[src/rtl/joystick_spi_reader.sv]
// SPI mode-0 master that polls a PmodJSTK-style joystick at a fixed rate and
// publishes the 10-bit X/Y positions and the three button bits atomically.
module joystick_spi_reader #(
    parameter int SCLK_DIV    = 50,
    parameter int SS_SETUP    = 1500,
    parameter int BYTE_GAP    = 1000,
    parameter int POLL_PERIOD = 3333333
) (
    input  logic       clk,
    input  logic       clr,
    input  logic       enable,
    input  logic [1:0] led,
    input  logic       miso,
    output logic       ss_n,
    output logic       sclk,
    output logic       mosi,
    output logic [9:0] joy_x,
    output logic [9:0] joy_y,
    output logic [2:0] buttons,
    output logic       sample_valid,
    output logic       busy
);

    localparam int TMR_SPAN = (SS_SETUP > BYTE_GAP) ? SS_SETUP : BYTE_GAP;
    localparam int TMR_TOP  = (TMR_SPAN > 2 * SCLK_DIV) ? TMR_SPAN : 2 * SCLK_DIV;
    localparam int TMR_W    = $clog2(TMR_TOP + 1);
    localparam int POLL_W   = $clog2(POLL_PERIOD + 1);

    localparam logic [TMR_W-1:0]  SETUP_END = TMR_W'(SS_SETUP - 1);
    localparam logic [TMR_W-1:0]  GAP_END   = TMR_W'(BYTE_GAP - 1);
    localparam logic [TMR_W-1:0]  SAMPLE_PT = TMR_W'(SCLK_DIV - 1);
    localparam logic [TMR_W-1:0]  SCLK_HIGH = TMR_W'(SCLK_DIV);
    localparam logic [TMR_W-1:0]  BIT_END   = TMR_W'(2 * SCLK_DIV - 1);
    localparam logic [POLL_W-1:0] POLL_END  = POLL_W'(POLL_PERIOD - 1);

    typedef enum logic [2:0] {
        ST_IDLE  = 3'd0,
        ST_SETUP = 3'd1,
        ST_SHIFT = 3'd2,
        ST_GAP   = 3'd3,
        ST_DONE  = 3'd4
    } state_t;

    state_t              state_r, state_nxt_s;
    logic [TMR_W-1:0]    tmr_r, tmr_nxt_s;
    logic [POLL_W-1:0]   poll_cnt_r, poll_nxt_s;
    logic [2:0]          bit_idx_r, bit_nxt_s;
    logic [2:0]          byte_idx_r, byte_nxt_s;

    logic                ss_n_r, sclk_r, mosi_r, busy_r, sv_r;
    logic                ss_n_nxt_s, sclk_nxt_s, mosi_nxt_s, busy_nxt_s, sv_nxt_s;

    logic [1:0]          led_r;
    logic [7:0]          shift_r;
    logic [7:0]          x_lo_r, y_lo_r;
    logic [1:0]          x_hi_r, y_hi_r;
    logic [9:0]          joy_x_r, joy_y_r;
    logic [2:0]          buttons_r;

    // Command stream: only byte 0 carries data, the other four are zero.
    function automatic logic tx_bit(input logic [2:0] byte_i,
                                    input logic [2:0] bit_i,
                                    input logic [1:0] led_i);
        logic [7:0] tx_byte;
        tx_byte = (byte_i == 3'd0) ? {6'b100000, led_i} : 8'h00;
        return tx_byte[bit_i];
    endfunction

    // Next-state, timer/index bookkeeping and next values of the pin registers.
    always_comb begin
        state_nxt_s = state_r;
        tmr_nxt_s   = tmr_r;
        poll_nxt_s  = poll_cnt_r;
        bit_nxt_s   = bit_idx_r;
        byte_nxt_s  = byte_idx_r;

        case (state_r)
            ST_IDLE: begin
                if (poll_cnt_r == POLL_END) begin
                    if (enable) begin
                        state_nxt_s = ST_SETUP;
                        poll_nxt_s  = '0;
                        tmr_nxt_s   = '0;
                    end else begin
                        poll_nxt_s  = poll_cnt_r;
                    end
                end else begin
                    poll_nxt_s = poll_cnt_r + POLL_W'(1);
                end
            end
            ST_SETUP: begin
                if (tmr_r == SETUP_END) begin
                    state_nxt_s = ST_SHIFT;
                    tmr_nxt_s   = '0;
                    bit_nxt_s   = 3'd7;
                    byte_nxt_s  = 3'd0;
                end else begin
                    tmr_nxt_s = tmr_r + TMR_W'(1);
                end
            end
            ST_SHIFT: begin
                if (tmr_r == BIT_END) begin
                    tmr_nxt_s = '0;
                    if (bit_idx_r == 3'd0) begin
                        bit_nxt_s = 3'd7;
                        if (byte_idx_r == 3'd4) begin
                            state_nxt_s = ST_DONE;
                        end else begin
                            state_nxt_s = ST_GAP;
                            byte_nxt_s  = byte_idx_r + 3'd1;
                        end
                    end else begin
                        bit_nxt_s = bit_idx_r - 3'd1;
                    end
                end else begin
                    tmr_nxt_s = tmr_r + TMR_W'(1);
                end
            end
            ST_GAP: begin
                if (tmr_r == GAP_END) begin
                    state_nxt_s = ST_SHIFT;
                    tmr_nxt_s   = '0;
                end else begin
                    tmr_nxt_s = tmr_r + TMR_W'(1);
                end
            end
            ST_DONE: begin
                state_nxt_s = ST_IDLE;
                poll_nxt_s  = '0;
            end
            default: begin
                state_nxt_s = ST_IDLE;
                poll_nxt_s  = '0;
            end
        endcase

        ss_n_nxt_s = 1'b1;
        busy_nxt_s = 1'b0;
        sclk_nxt_s = 1'b0;
        mosi_nxt_s = 1'b0;
        sv_nxt_s   = 1'b0;

        case (state_nxt_s)
            ST_SETUP: begin
                ss_n_nxt_s = 1'b0;
                busy_nxt_s = 1'b1;
                mosi_nxt_s = tx_bit(3'd0, 3'd7, led_r);
            end
            ST_SHIFT: begin
                ss_n_nxt_s = 1'b0;
                busy_nxt_s = 1'b1;
                sclk_nxt_s = (tmr_nxt_s >= SCLK_HIGH);
                mosi_nxt_s = tx_bit(byte_nxt_s, bit_nxt_s, led_r);
            end
            ST_GAP: begin
                ss_n_nxt_s = 1'b0;
                busy_nxt_s = 1'b1;
                mosi_nxt_s = tx_bit(byte_nxt_s, 3'd7, led_r);
            end
            ST_DONE: begin
                sv_nxt_s = 1'b1;
            end
            ST_IDLE: begin
                sv_nxt_s = 1'b0;
            end
            default: begin
                sv_nxt_s = 1'b0;
            end
        endcase
    end

    // FSM state, shared timer, bit/byte indices and poll counter.
    always_ff @(posedge clk) begin
        if (clr) begin
            state_r    <= ST_IDLE;
            tmr_r      <= '0;
            poll_cnt_r <= '0;
            bit_idx_r  <= 3'd7;
            byte_idx_r <= 3'd0;
        end else begin
            state_r    <= state_nxt_s;
            tmr_r      <= tmr_nxt_s;
            poll_cnt_r <= poll_nxt_s;
            bit_idx_r  <= bit_nxt_s;
            byte_idx_r <= byte_nxt_s;
        end
    end

    // Registered SPI pins and status flags.
    always_ff @(posedge clk) begin
        if (clr) begin
            ss_n_r <= 1'b1;
            sclk_r <= 1'b0;
            mosi_r <= 1'b0;
            busy_r <= 1'b0;
            sv_r   <= 1'b0;
        end else begin
            ss_n_r <= ss_n_nxt_s;
            sclk_r <= sclk_nxt_s;
            mosi_r <= mosi_nxt_s;
            busy_r <= busy_nxt_s;
            sv_r   <= sv_nxt_s;
        end
    end

    // Receive path: sample miso as sclk rises, keep only the bits that matter,
    // and publish everything on the single edge that enters DONE.
    always_ff @(posedge clk) begin
        if (clr) begin
            led_r     <= 2'b00;
            shift_r   <= 8'h00;
            x_lo_r    <= 8'h00;
            y_lo_r    <= 8'h00;
            x_hi_r    <= 2'b00;
            y_hi_r    <= 2'b00;
            joy_x_r   <= 10'd512;
            joy_y_r   <= 10'd512;
            buttons_r <= 3'b000;
        end else begin
            if (state_r == ST_IDLE && state_nxt_s == ST_SETUP) begin
                led_r <= led;
            end
            if (state_r == ST_SHIFT && tmr_r == SAMPLE_PT) begin
                shift_r <= {shift_r[6:0], miso};
            end
            if (state_r == ST_SHIFT && tmr_r == BIT_END && bit_idx_r == 3'd0) begin
                case (byte_idx_r)
                    3'd0:    x_lo_r <= shift_r;
                    3'd1:    x_hi_r <= shift_r[1:0];
                    3'd2:    y_lo_r <= shift_r;
                    3'd3:    y_hi_r <= shift_r[1:0];
                    default: x_lo_r <= x_lo_r;
                endcase
            end
            if (state_nxt_s == ST_DONE) begin
                joy_x_r   <= {x_hi_r, x_lo_r};
                joy_y_r   <= {y_hi_r, y_lo_r};
                buttons_r <= shift_r[2:0];
            end
        end
    end

    assign ss_n         = ss_n_r;
    assign sclk         = sclk_r;
    assign mosi         = mosi_r;
    assign busy         = busy_r;
    assign sample_valid = sv_r;
    assign joy_x        = joy_x_r;
    assign joy_y        = joy_y_r;
    assign buttons      = buttons_r;

endmodule
[config.mk]
export PLATFORM = sky130hd
export DESIGN_NAME = joystick_spi_reader
export DESIGN_NICKNAME = d
export VERILOG_FILES = /design/src/rtl/joystick_spi_reader.sv
export SDC_FILE = /design/constraint.sdc
export NUM_CORES = 1
export LEC_CHECK = 0
export BUFFER_PORTS_ARGS = -buffer_cell sky130_fd_sc_hd__buf_2
export CELL_PAD_IN_SITES_DETAIL_PLACEMENT = 1
export CELL_PAD_IN_SITES_GLOBAL_PLACEMENT = 1
export CORE_ASPECT_RATIO = 1.5
export CORE_MARGIN = 1
export CORE_UTILIZATION = 35
export CTS_CLUSTER_SIZE = 12
export DETAILED_ROUTE_END_ITERATION = 12
export MAX_ROUTING_LAYER = met4
export PLACE_DENSITY = 0.68
export SLEW_MARGIN = 10
export SYNTH_ARGS = -nofsm -noshare
export SYNTH_HDL_FRONTEND = slang
export SYNTH_SLANG_ARGS = --single-unit
[constraint.sdc]
create_clock -name clk -period 3.5 [get_ports clk]
set_input_delay 0.35 -clock clk [delete_from_list [all_inputs] [get_ports clk]]
set_output_delay 0.35 -clock clk [all_outputs]
set_load 0.01 [all_outputs]
## Yosys cells after proc, flatten, opt, wreduce, memory -nomap -nowiden

Index checks and enable logic that the tools add are counted.

- Flip-flop bits (word level): 100
- Input port bits: 6
- Output and inout port bits: 28
- Word-level logic and storage cells: 93

- Add/subtract/negate cells: 4
- Magnitude comparators: 2
- Equal/unequal tests: 17
- Muxes and demuxes: 33
- Bitwise gates (word level): 2
- Reductions and logical operators: 16

Operator list:

| kind | count |
|---|---|
| 11-bit two-way mux | 5 |
| 22-bit two-way mux | 2 |
| 11-bit one-hot mux with 4 select lines | 1 |
| 22-bit one-hot mux with 2 select lines | 1 |
| 3-bit two-way mux | 14 |
| 22-bit by 1-bit adder with 22-bit output, second input constant | 1 |
| 22-bit equality test, second input constant | 1 |
| 3-bit by 2-bit equality test with 1-bit output, second input constant | 6 |
| 3-bit zero test | 4 |
| 3-bit one-hot mux with 2 select lines | 2 |
| 3-bit one-hot mux with 4 select lines | 1 |
| 11-bit by 1-bit adder with 11-bit output, second input constant | 1 |
| 11-bit by 10-bit equality test with 1-bit output, second input constant | 1 |
| 11-bit equality test, second input constant | 1 |
| 11-bit by 6-bit equality test with 1-bit output, second input constant | 1 |
| 11-bit by 7-bit equality test with 1-bit output, second input constant | 1 |
| 11-bit by 6-bit greater-or-equal comparator with 1-bit output, second input constant | 1 |
| 2-bit AND reduction | 5 |
| 3-bit by 1-bit equality test with 1-bit output, second input constant | 3 |
| 8-bit two-way mux | 1 |
| 3-bit equality test, second input constant | 2 |
| 3-bit OR reduction | 2 |
| 1-bit logical AND | 4 |
| 3-bit by 4-bit < comparator with 1-bit output, second input constant | 1 |
| 8 further kinds | 12 |

## Longest topological paths before layout

- Depth after elaboration: 10
- Gate-level depth with buffers: 10
- Mapped depth without buffers: 9

## Least setup slack after synthesis

OpenSTA, ideal clock, no wires.

- Path type: reg2reg
- From: reg tmr_r[0]
- To: reg mosi_r, in the netlist mosi
- Library setup time: 0.119 ns
- Data arrival time: 2.058 ns
- Data required time: 3.381 ns
- Path slack: 1.323 ns
- Cell stages (with the launch flop): 10
- Buffers on the path: 1
- Clock period less this slack: 2.177 ns
- Cell sequence: dfxtp_1 -> ha_1 -> and4b_1 -> and3_1 -> buf_4 -> o32a_1 -> o21ai_1 -> mux2_2 -> a21oi_1 -> o31ai_1

- Cells in the longest elaborated chain, start to end: 8
- Elaborated cells on any way between the ends: 21
- Those cells by class: 6 x eq/ne; 14 x mux; 1 x reduce/logical

Ends and longest elaborated chain:

| what | line | text |
|---|---|---|
| start: declaration | 45 | `logic [TMR_W-1:0] tmr_r, tmr_nxt_s;` |
| start signal: assignment | 182 | `tmr_r <= tmr_nxt_s;` |
| 11-bit by 7-bit equality test with 1-bit output / 11-bit equality test (equally long branches) | 102, 92 |  |
| 3-bit two-way mux (on tied branches) | 102, 92 |  |
| 3-bit one-hot mux with 2 select lines | 77 | `case (state_r)` |
| 3-bit zero test | 65 | `tx_byte = (byte_i == 3'd0) ? {6'b100000, led_i} : 8'h00;` |
| 8-bit two-way mux | 65 |  |
| 1-bit binary-select mux with 3-bit select | 66 | `return tx_byte[bit_i];` |
| 1-bit two-way mux (implied by the code) | 66 |  |
| 1-bit one-hot mux with 3 select lines (*) | 143 | `case (state_nxt_s)` |
| end signal: assignment | 200 | `mosi_r <= mosi_nxt_s;` |
| end: declaration | 50 | `logic ss_n_r, sclk_r, mosi_r, busy_r, sv_r;` |

Every way passes the cells marked *; elsewhere a longest branch is shown, timed or not. The select of a mux whose other input is x is not followed.
A chain may end at the register's enable or synchronous reset.

## Final worst setup path

- From: reg tmr_r[0]
- To: reg sclk_r, in the netlist sclk

- Cells in the longest elaborated chain, start to end: 6
- Elaborated cells on any way between the ends: 18
- Those cells by class: 1 x add/sub; 1 x order compare; 4 x eq/ne; 10 x mux; 1 x bitwise; 1 x reduce/logical

Ends and longest elaborated chain:

| what | line | text |
|---|---|---|
| parallel branches: the longest is 6 deep, another holds 11-bit by 1-bit adder with 11-bit output | n/a |  |
| end signal: assignment | 199 | `sclk_r <= sclk_nxt_s;` |
| end: declaration | 50 |  |

Parallel ways; which one is timed is not known.

==> results.md <==
* Status: completed
* Diode count at 0
* GR Layer Usage met2 at 36.2%
* Crit. End Element: flip-flop
* Ratio of cells with drive above 1 in the final layout at 12.3%
* Clk Latency, worst-skew pair at 350 ps
* Worst min path class: primary input to flip-flop
* Slew margin rel. at 47.9%
* DRC at 0
* CTS root buf: clkbuf_16
* CORE AREA at 13,000 µm²
* Finished Layout Cells at 751
* FP Rows at 51
* Min setup slack post-route at 820 ps
* Worst endpoint required time at 3730 ps
* RSZ-0062 raised after global routing: no
* Cell count after placement at 735
* Starting Density at 35.9%
* P&R area growth vs syn at 12.1%
* Post-synth EDFFs at 0
* Critical Path Start Type: flip-flop
* Fraction of registers with async set/reset at 0%
* Gr ovfl total at 0
* Distinct cells, synth at 67
* Ys Warns at 0
* Detailed Place HPWL at 8640 µm
* First-pass GRT wire length at 19,900 µm
* Synthesized flop and latch total at 100
* Synth Cell Area at 4650 µm²
* WL final at 12,000 µm
* Via/cell ratio at 5.35
* Fin Setup TNS at 0 ps
* GRT met1 Usage at 19.3%
* Share of the synthesized area in the top cell type at 43.0%
* Clock transition at path regs at 70 ps
* Slew @ Worst Pin at 782 ps
* Most frequent cells in the layout: nand2_1, dfxtp_1, a21oi_1, nor2_1, buf_2
* Die area at 13,800 µm²
* Maximum VDD drop at 0.204 mV
* CTS Hold Bufs at 0
* Max-capacitance violation count at 0
* Post-CTS setup buffer count at 0
* Peak Freq at 0.373 GHz
* Busiest grt layer: met2
* Pwr/cell area at 419 nW/µm²
* Crit path DAT at 2910 ps
* Area leader, netlist: dfxtp_1
* Global Route Usage Sum at 19.3%
* Commonest non-fill, non-tap cell in the layout: nand2_1
* Post-synth net total at 581
* Sequential fraction of the synthesis area at 43.0%
* Avg Inst Size Synth at 8.25 µm²
* Crit Path Max Fanout at 12
* Setup CP Type: flip-flop to flip-flop
* Clock sinks at 100
* Vias in the first global route at 4,131
* DR WL/cell at 15.9 µm
* Die width at 96.1 µm
* Gpl congestion at 0.840
* Num CTS Buffers at 9
* Final nets at 604
* Die H at 143 µm
* Met3 usage at 3.51%
* Largest net degree at the start of global routing at 76
* Setup violations, final at 0
* Post-DRT Antenna Nets at 0
* TritonCTS clock tree: built
* Io pins at 34
* Min Tclk post-route at 2680 ps
* Lkg Pwr at 1.91 nW
* DP Worst Slack at 851 ps
* Starting DRC count in detailed routing at 123
* Primary FF master, synth: dfxtp_1
* CTS H-tree depth at 3
* Gate Count Post-Synth at 564
* Via count of the routed design at 4,020
* Clock buffer depth at 2
* Fin crit share at 76.6%
* Fin. Hold Viols at 0
* Fin. max-slew vios at 0
* PortBufs at 33
* Final Util at 40.3%
* First-pass DRT Iterations at 4
* Initial antenna violation count at 0
* Top cells by area, synth: dfxtp_1, nand2_1, a21oi_1, nor2_1, ha_1
* PostCTS Resize Cnt at 0
* Clock Skews at 5.65 ps
[routing by layer]
metal	vias to the layer above	share of wire [%]
met5	-	0
met3	17	2.1
met2	45	56
met1	1947	40
li1	2011	-
met4	0	1.8
[path summary, 6_finish.rpt]
| check | to | from | cells after the start | slack (ps) |
|---|---|---|---|---|
| worst max-delay path | sclk | tmr_r[0] | 8 | 820 |
| worst min-delay path | led_r[0] | led[0] | 3 | 250 |
| worst max register to register | sclk | tmr_r[0] | 8 | 820 |
| worst min register to register | joy_y[4] | joy_y[4] | 2 | 450 |
[cells by family after synthesis]
kind of cell,share of synthesized area [%]
fa+ha+maj,2.96
buf+inv,4.41
compound gates,14.7
xor+xnor,2.82
mux,2.82
simple gates,29.3
flops,43.0
[registers in the layout, summed over array words and instances, names as in the netlist]
register	cells
y_lo_r	8
y_hi_r	2
sample_valid	1
led_r	2
sclk	1
mosi	1
state_r	3
bit_idx_r	3
busy	1
poll_cnt_r	22
joy_x	10
joy_y	10
ss_n	1
x_lo_r	8
buttons	3
byte_idx_r	3
shift_r	8
tmr_r	11
x_hi_r	2
[critical path, stage by stage, from the launching register on]
cell and delay (ps):
dfxtp_1 420, ha_1 310, and4b_1 310, and3_1 310, a2bb2oi_2 440, nor2_1 140
o32ai_1 300, and4_1 240, a21oi_1 70
[per-stage QoR]
stage / hold WS, ps / power, mW / cell area [µm²]
detailed placement: 441 / 1.22 / 4920
CTS: 245 / 2.21 / 5220
global placement: 436 / 1.21 / 4920
floorplan: 424 / 1.20 / 4650
global route: 270 / 2.26 / 5220
finish: 247 / 2.19 / 5220
[Yosys cell counts, types with 3 or more instances]
master    instances
nand2_1         105
dfxtp_1         100
a21oi_1          64
nor2_1           58
inv_1            21
nand3_1          17
o21ai_0          15
clkbuf_1         14
nand4_1          13
mux2i_1          12
ha_1             11
xnor2_1          11
nor3_1            7
or3_1             7
and3_1            6
and4_1            5
buf_2             5
buf_4             5
nand2b_1          5
nor3b_1           5
nor4_1            5
xor2_1            4
a31oi_1           3
and2_1            3
and4b_1           3
nand3b_1          3
nand4b_1          3
o31ai_1           3
[report_power, final]
group / leakage [nW] / switching [mW] / internal (mW)
clock: 0.148 / 0.465 / 0.532
sequential: 0.806 / 0.00523 / 1.14
combinational: 0.960 / 0.0291 / 0.0128
total: 1.91 / 0.500 / 1.69
[final cells by class]
| type | instances | area [µm²] |
|---|---|---|
| tap | 159 | 199 |
| clock buffer | 11 | 253 |
| inverter | 21 | 78.8 |
| sequential | 100 | 2000 |
| multi-input combinational | 418 | 2450 |
| fill | 1592 | 7740 |
| clock inverter | 5 | 42.5 |
| timing repair buffer | 37 | 195 |
Note: power is estimated with default switching activity, not from simulation.
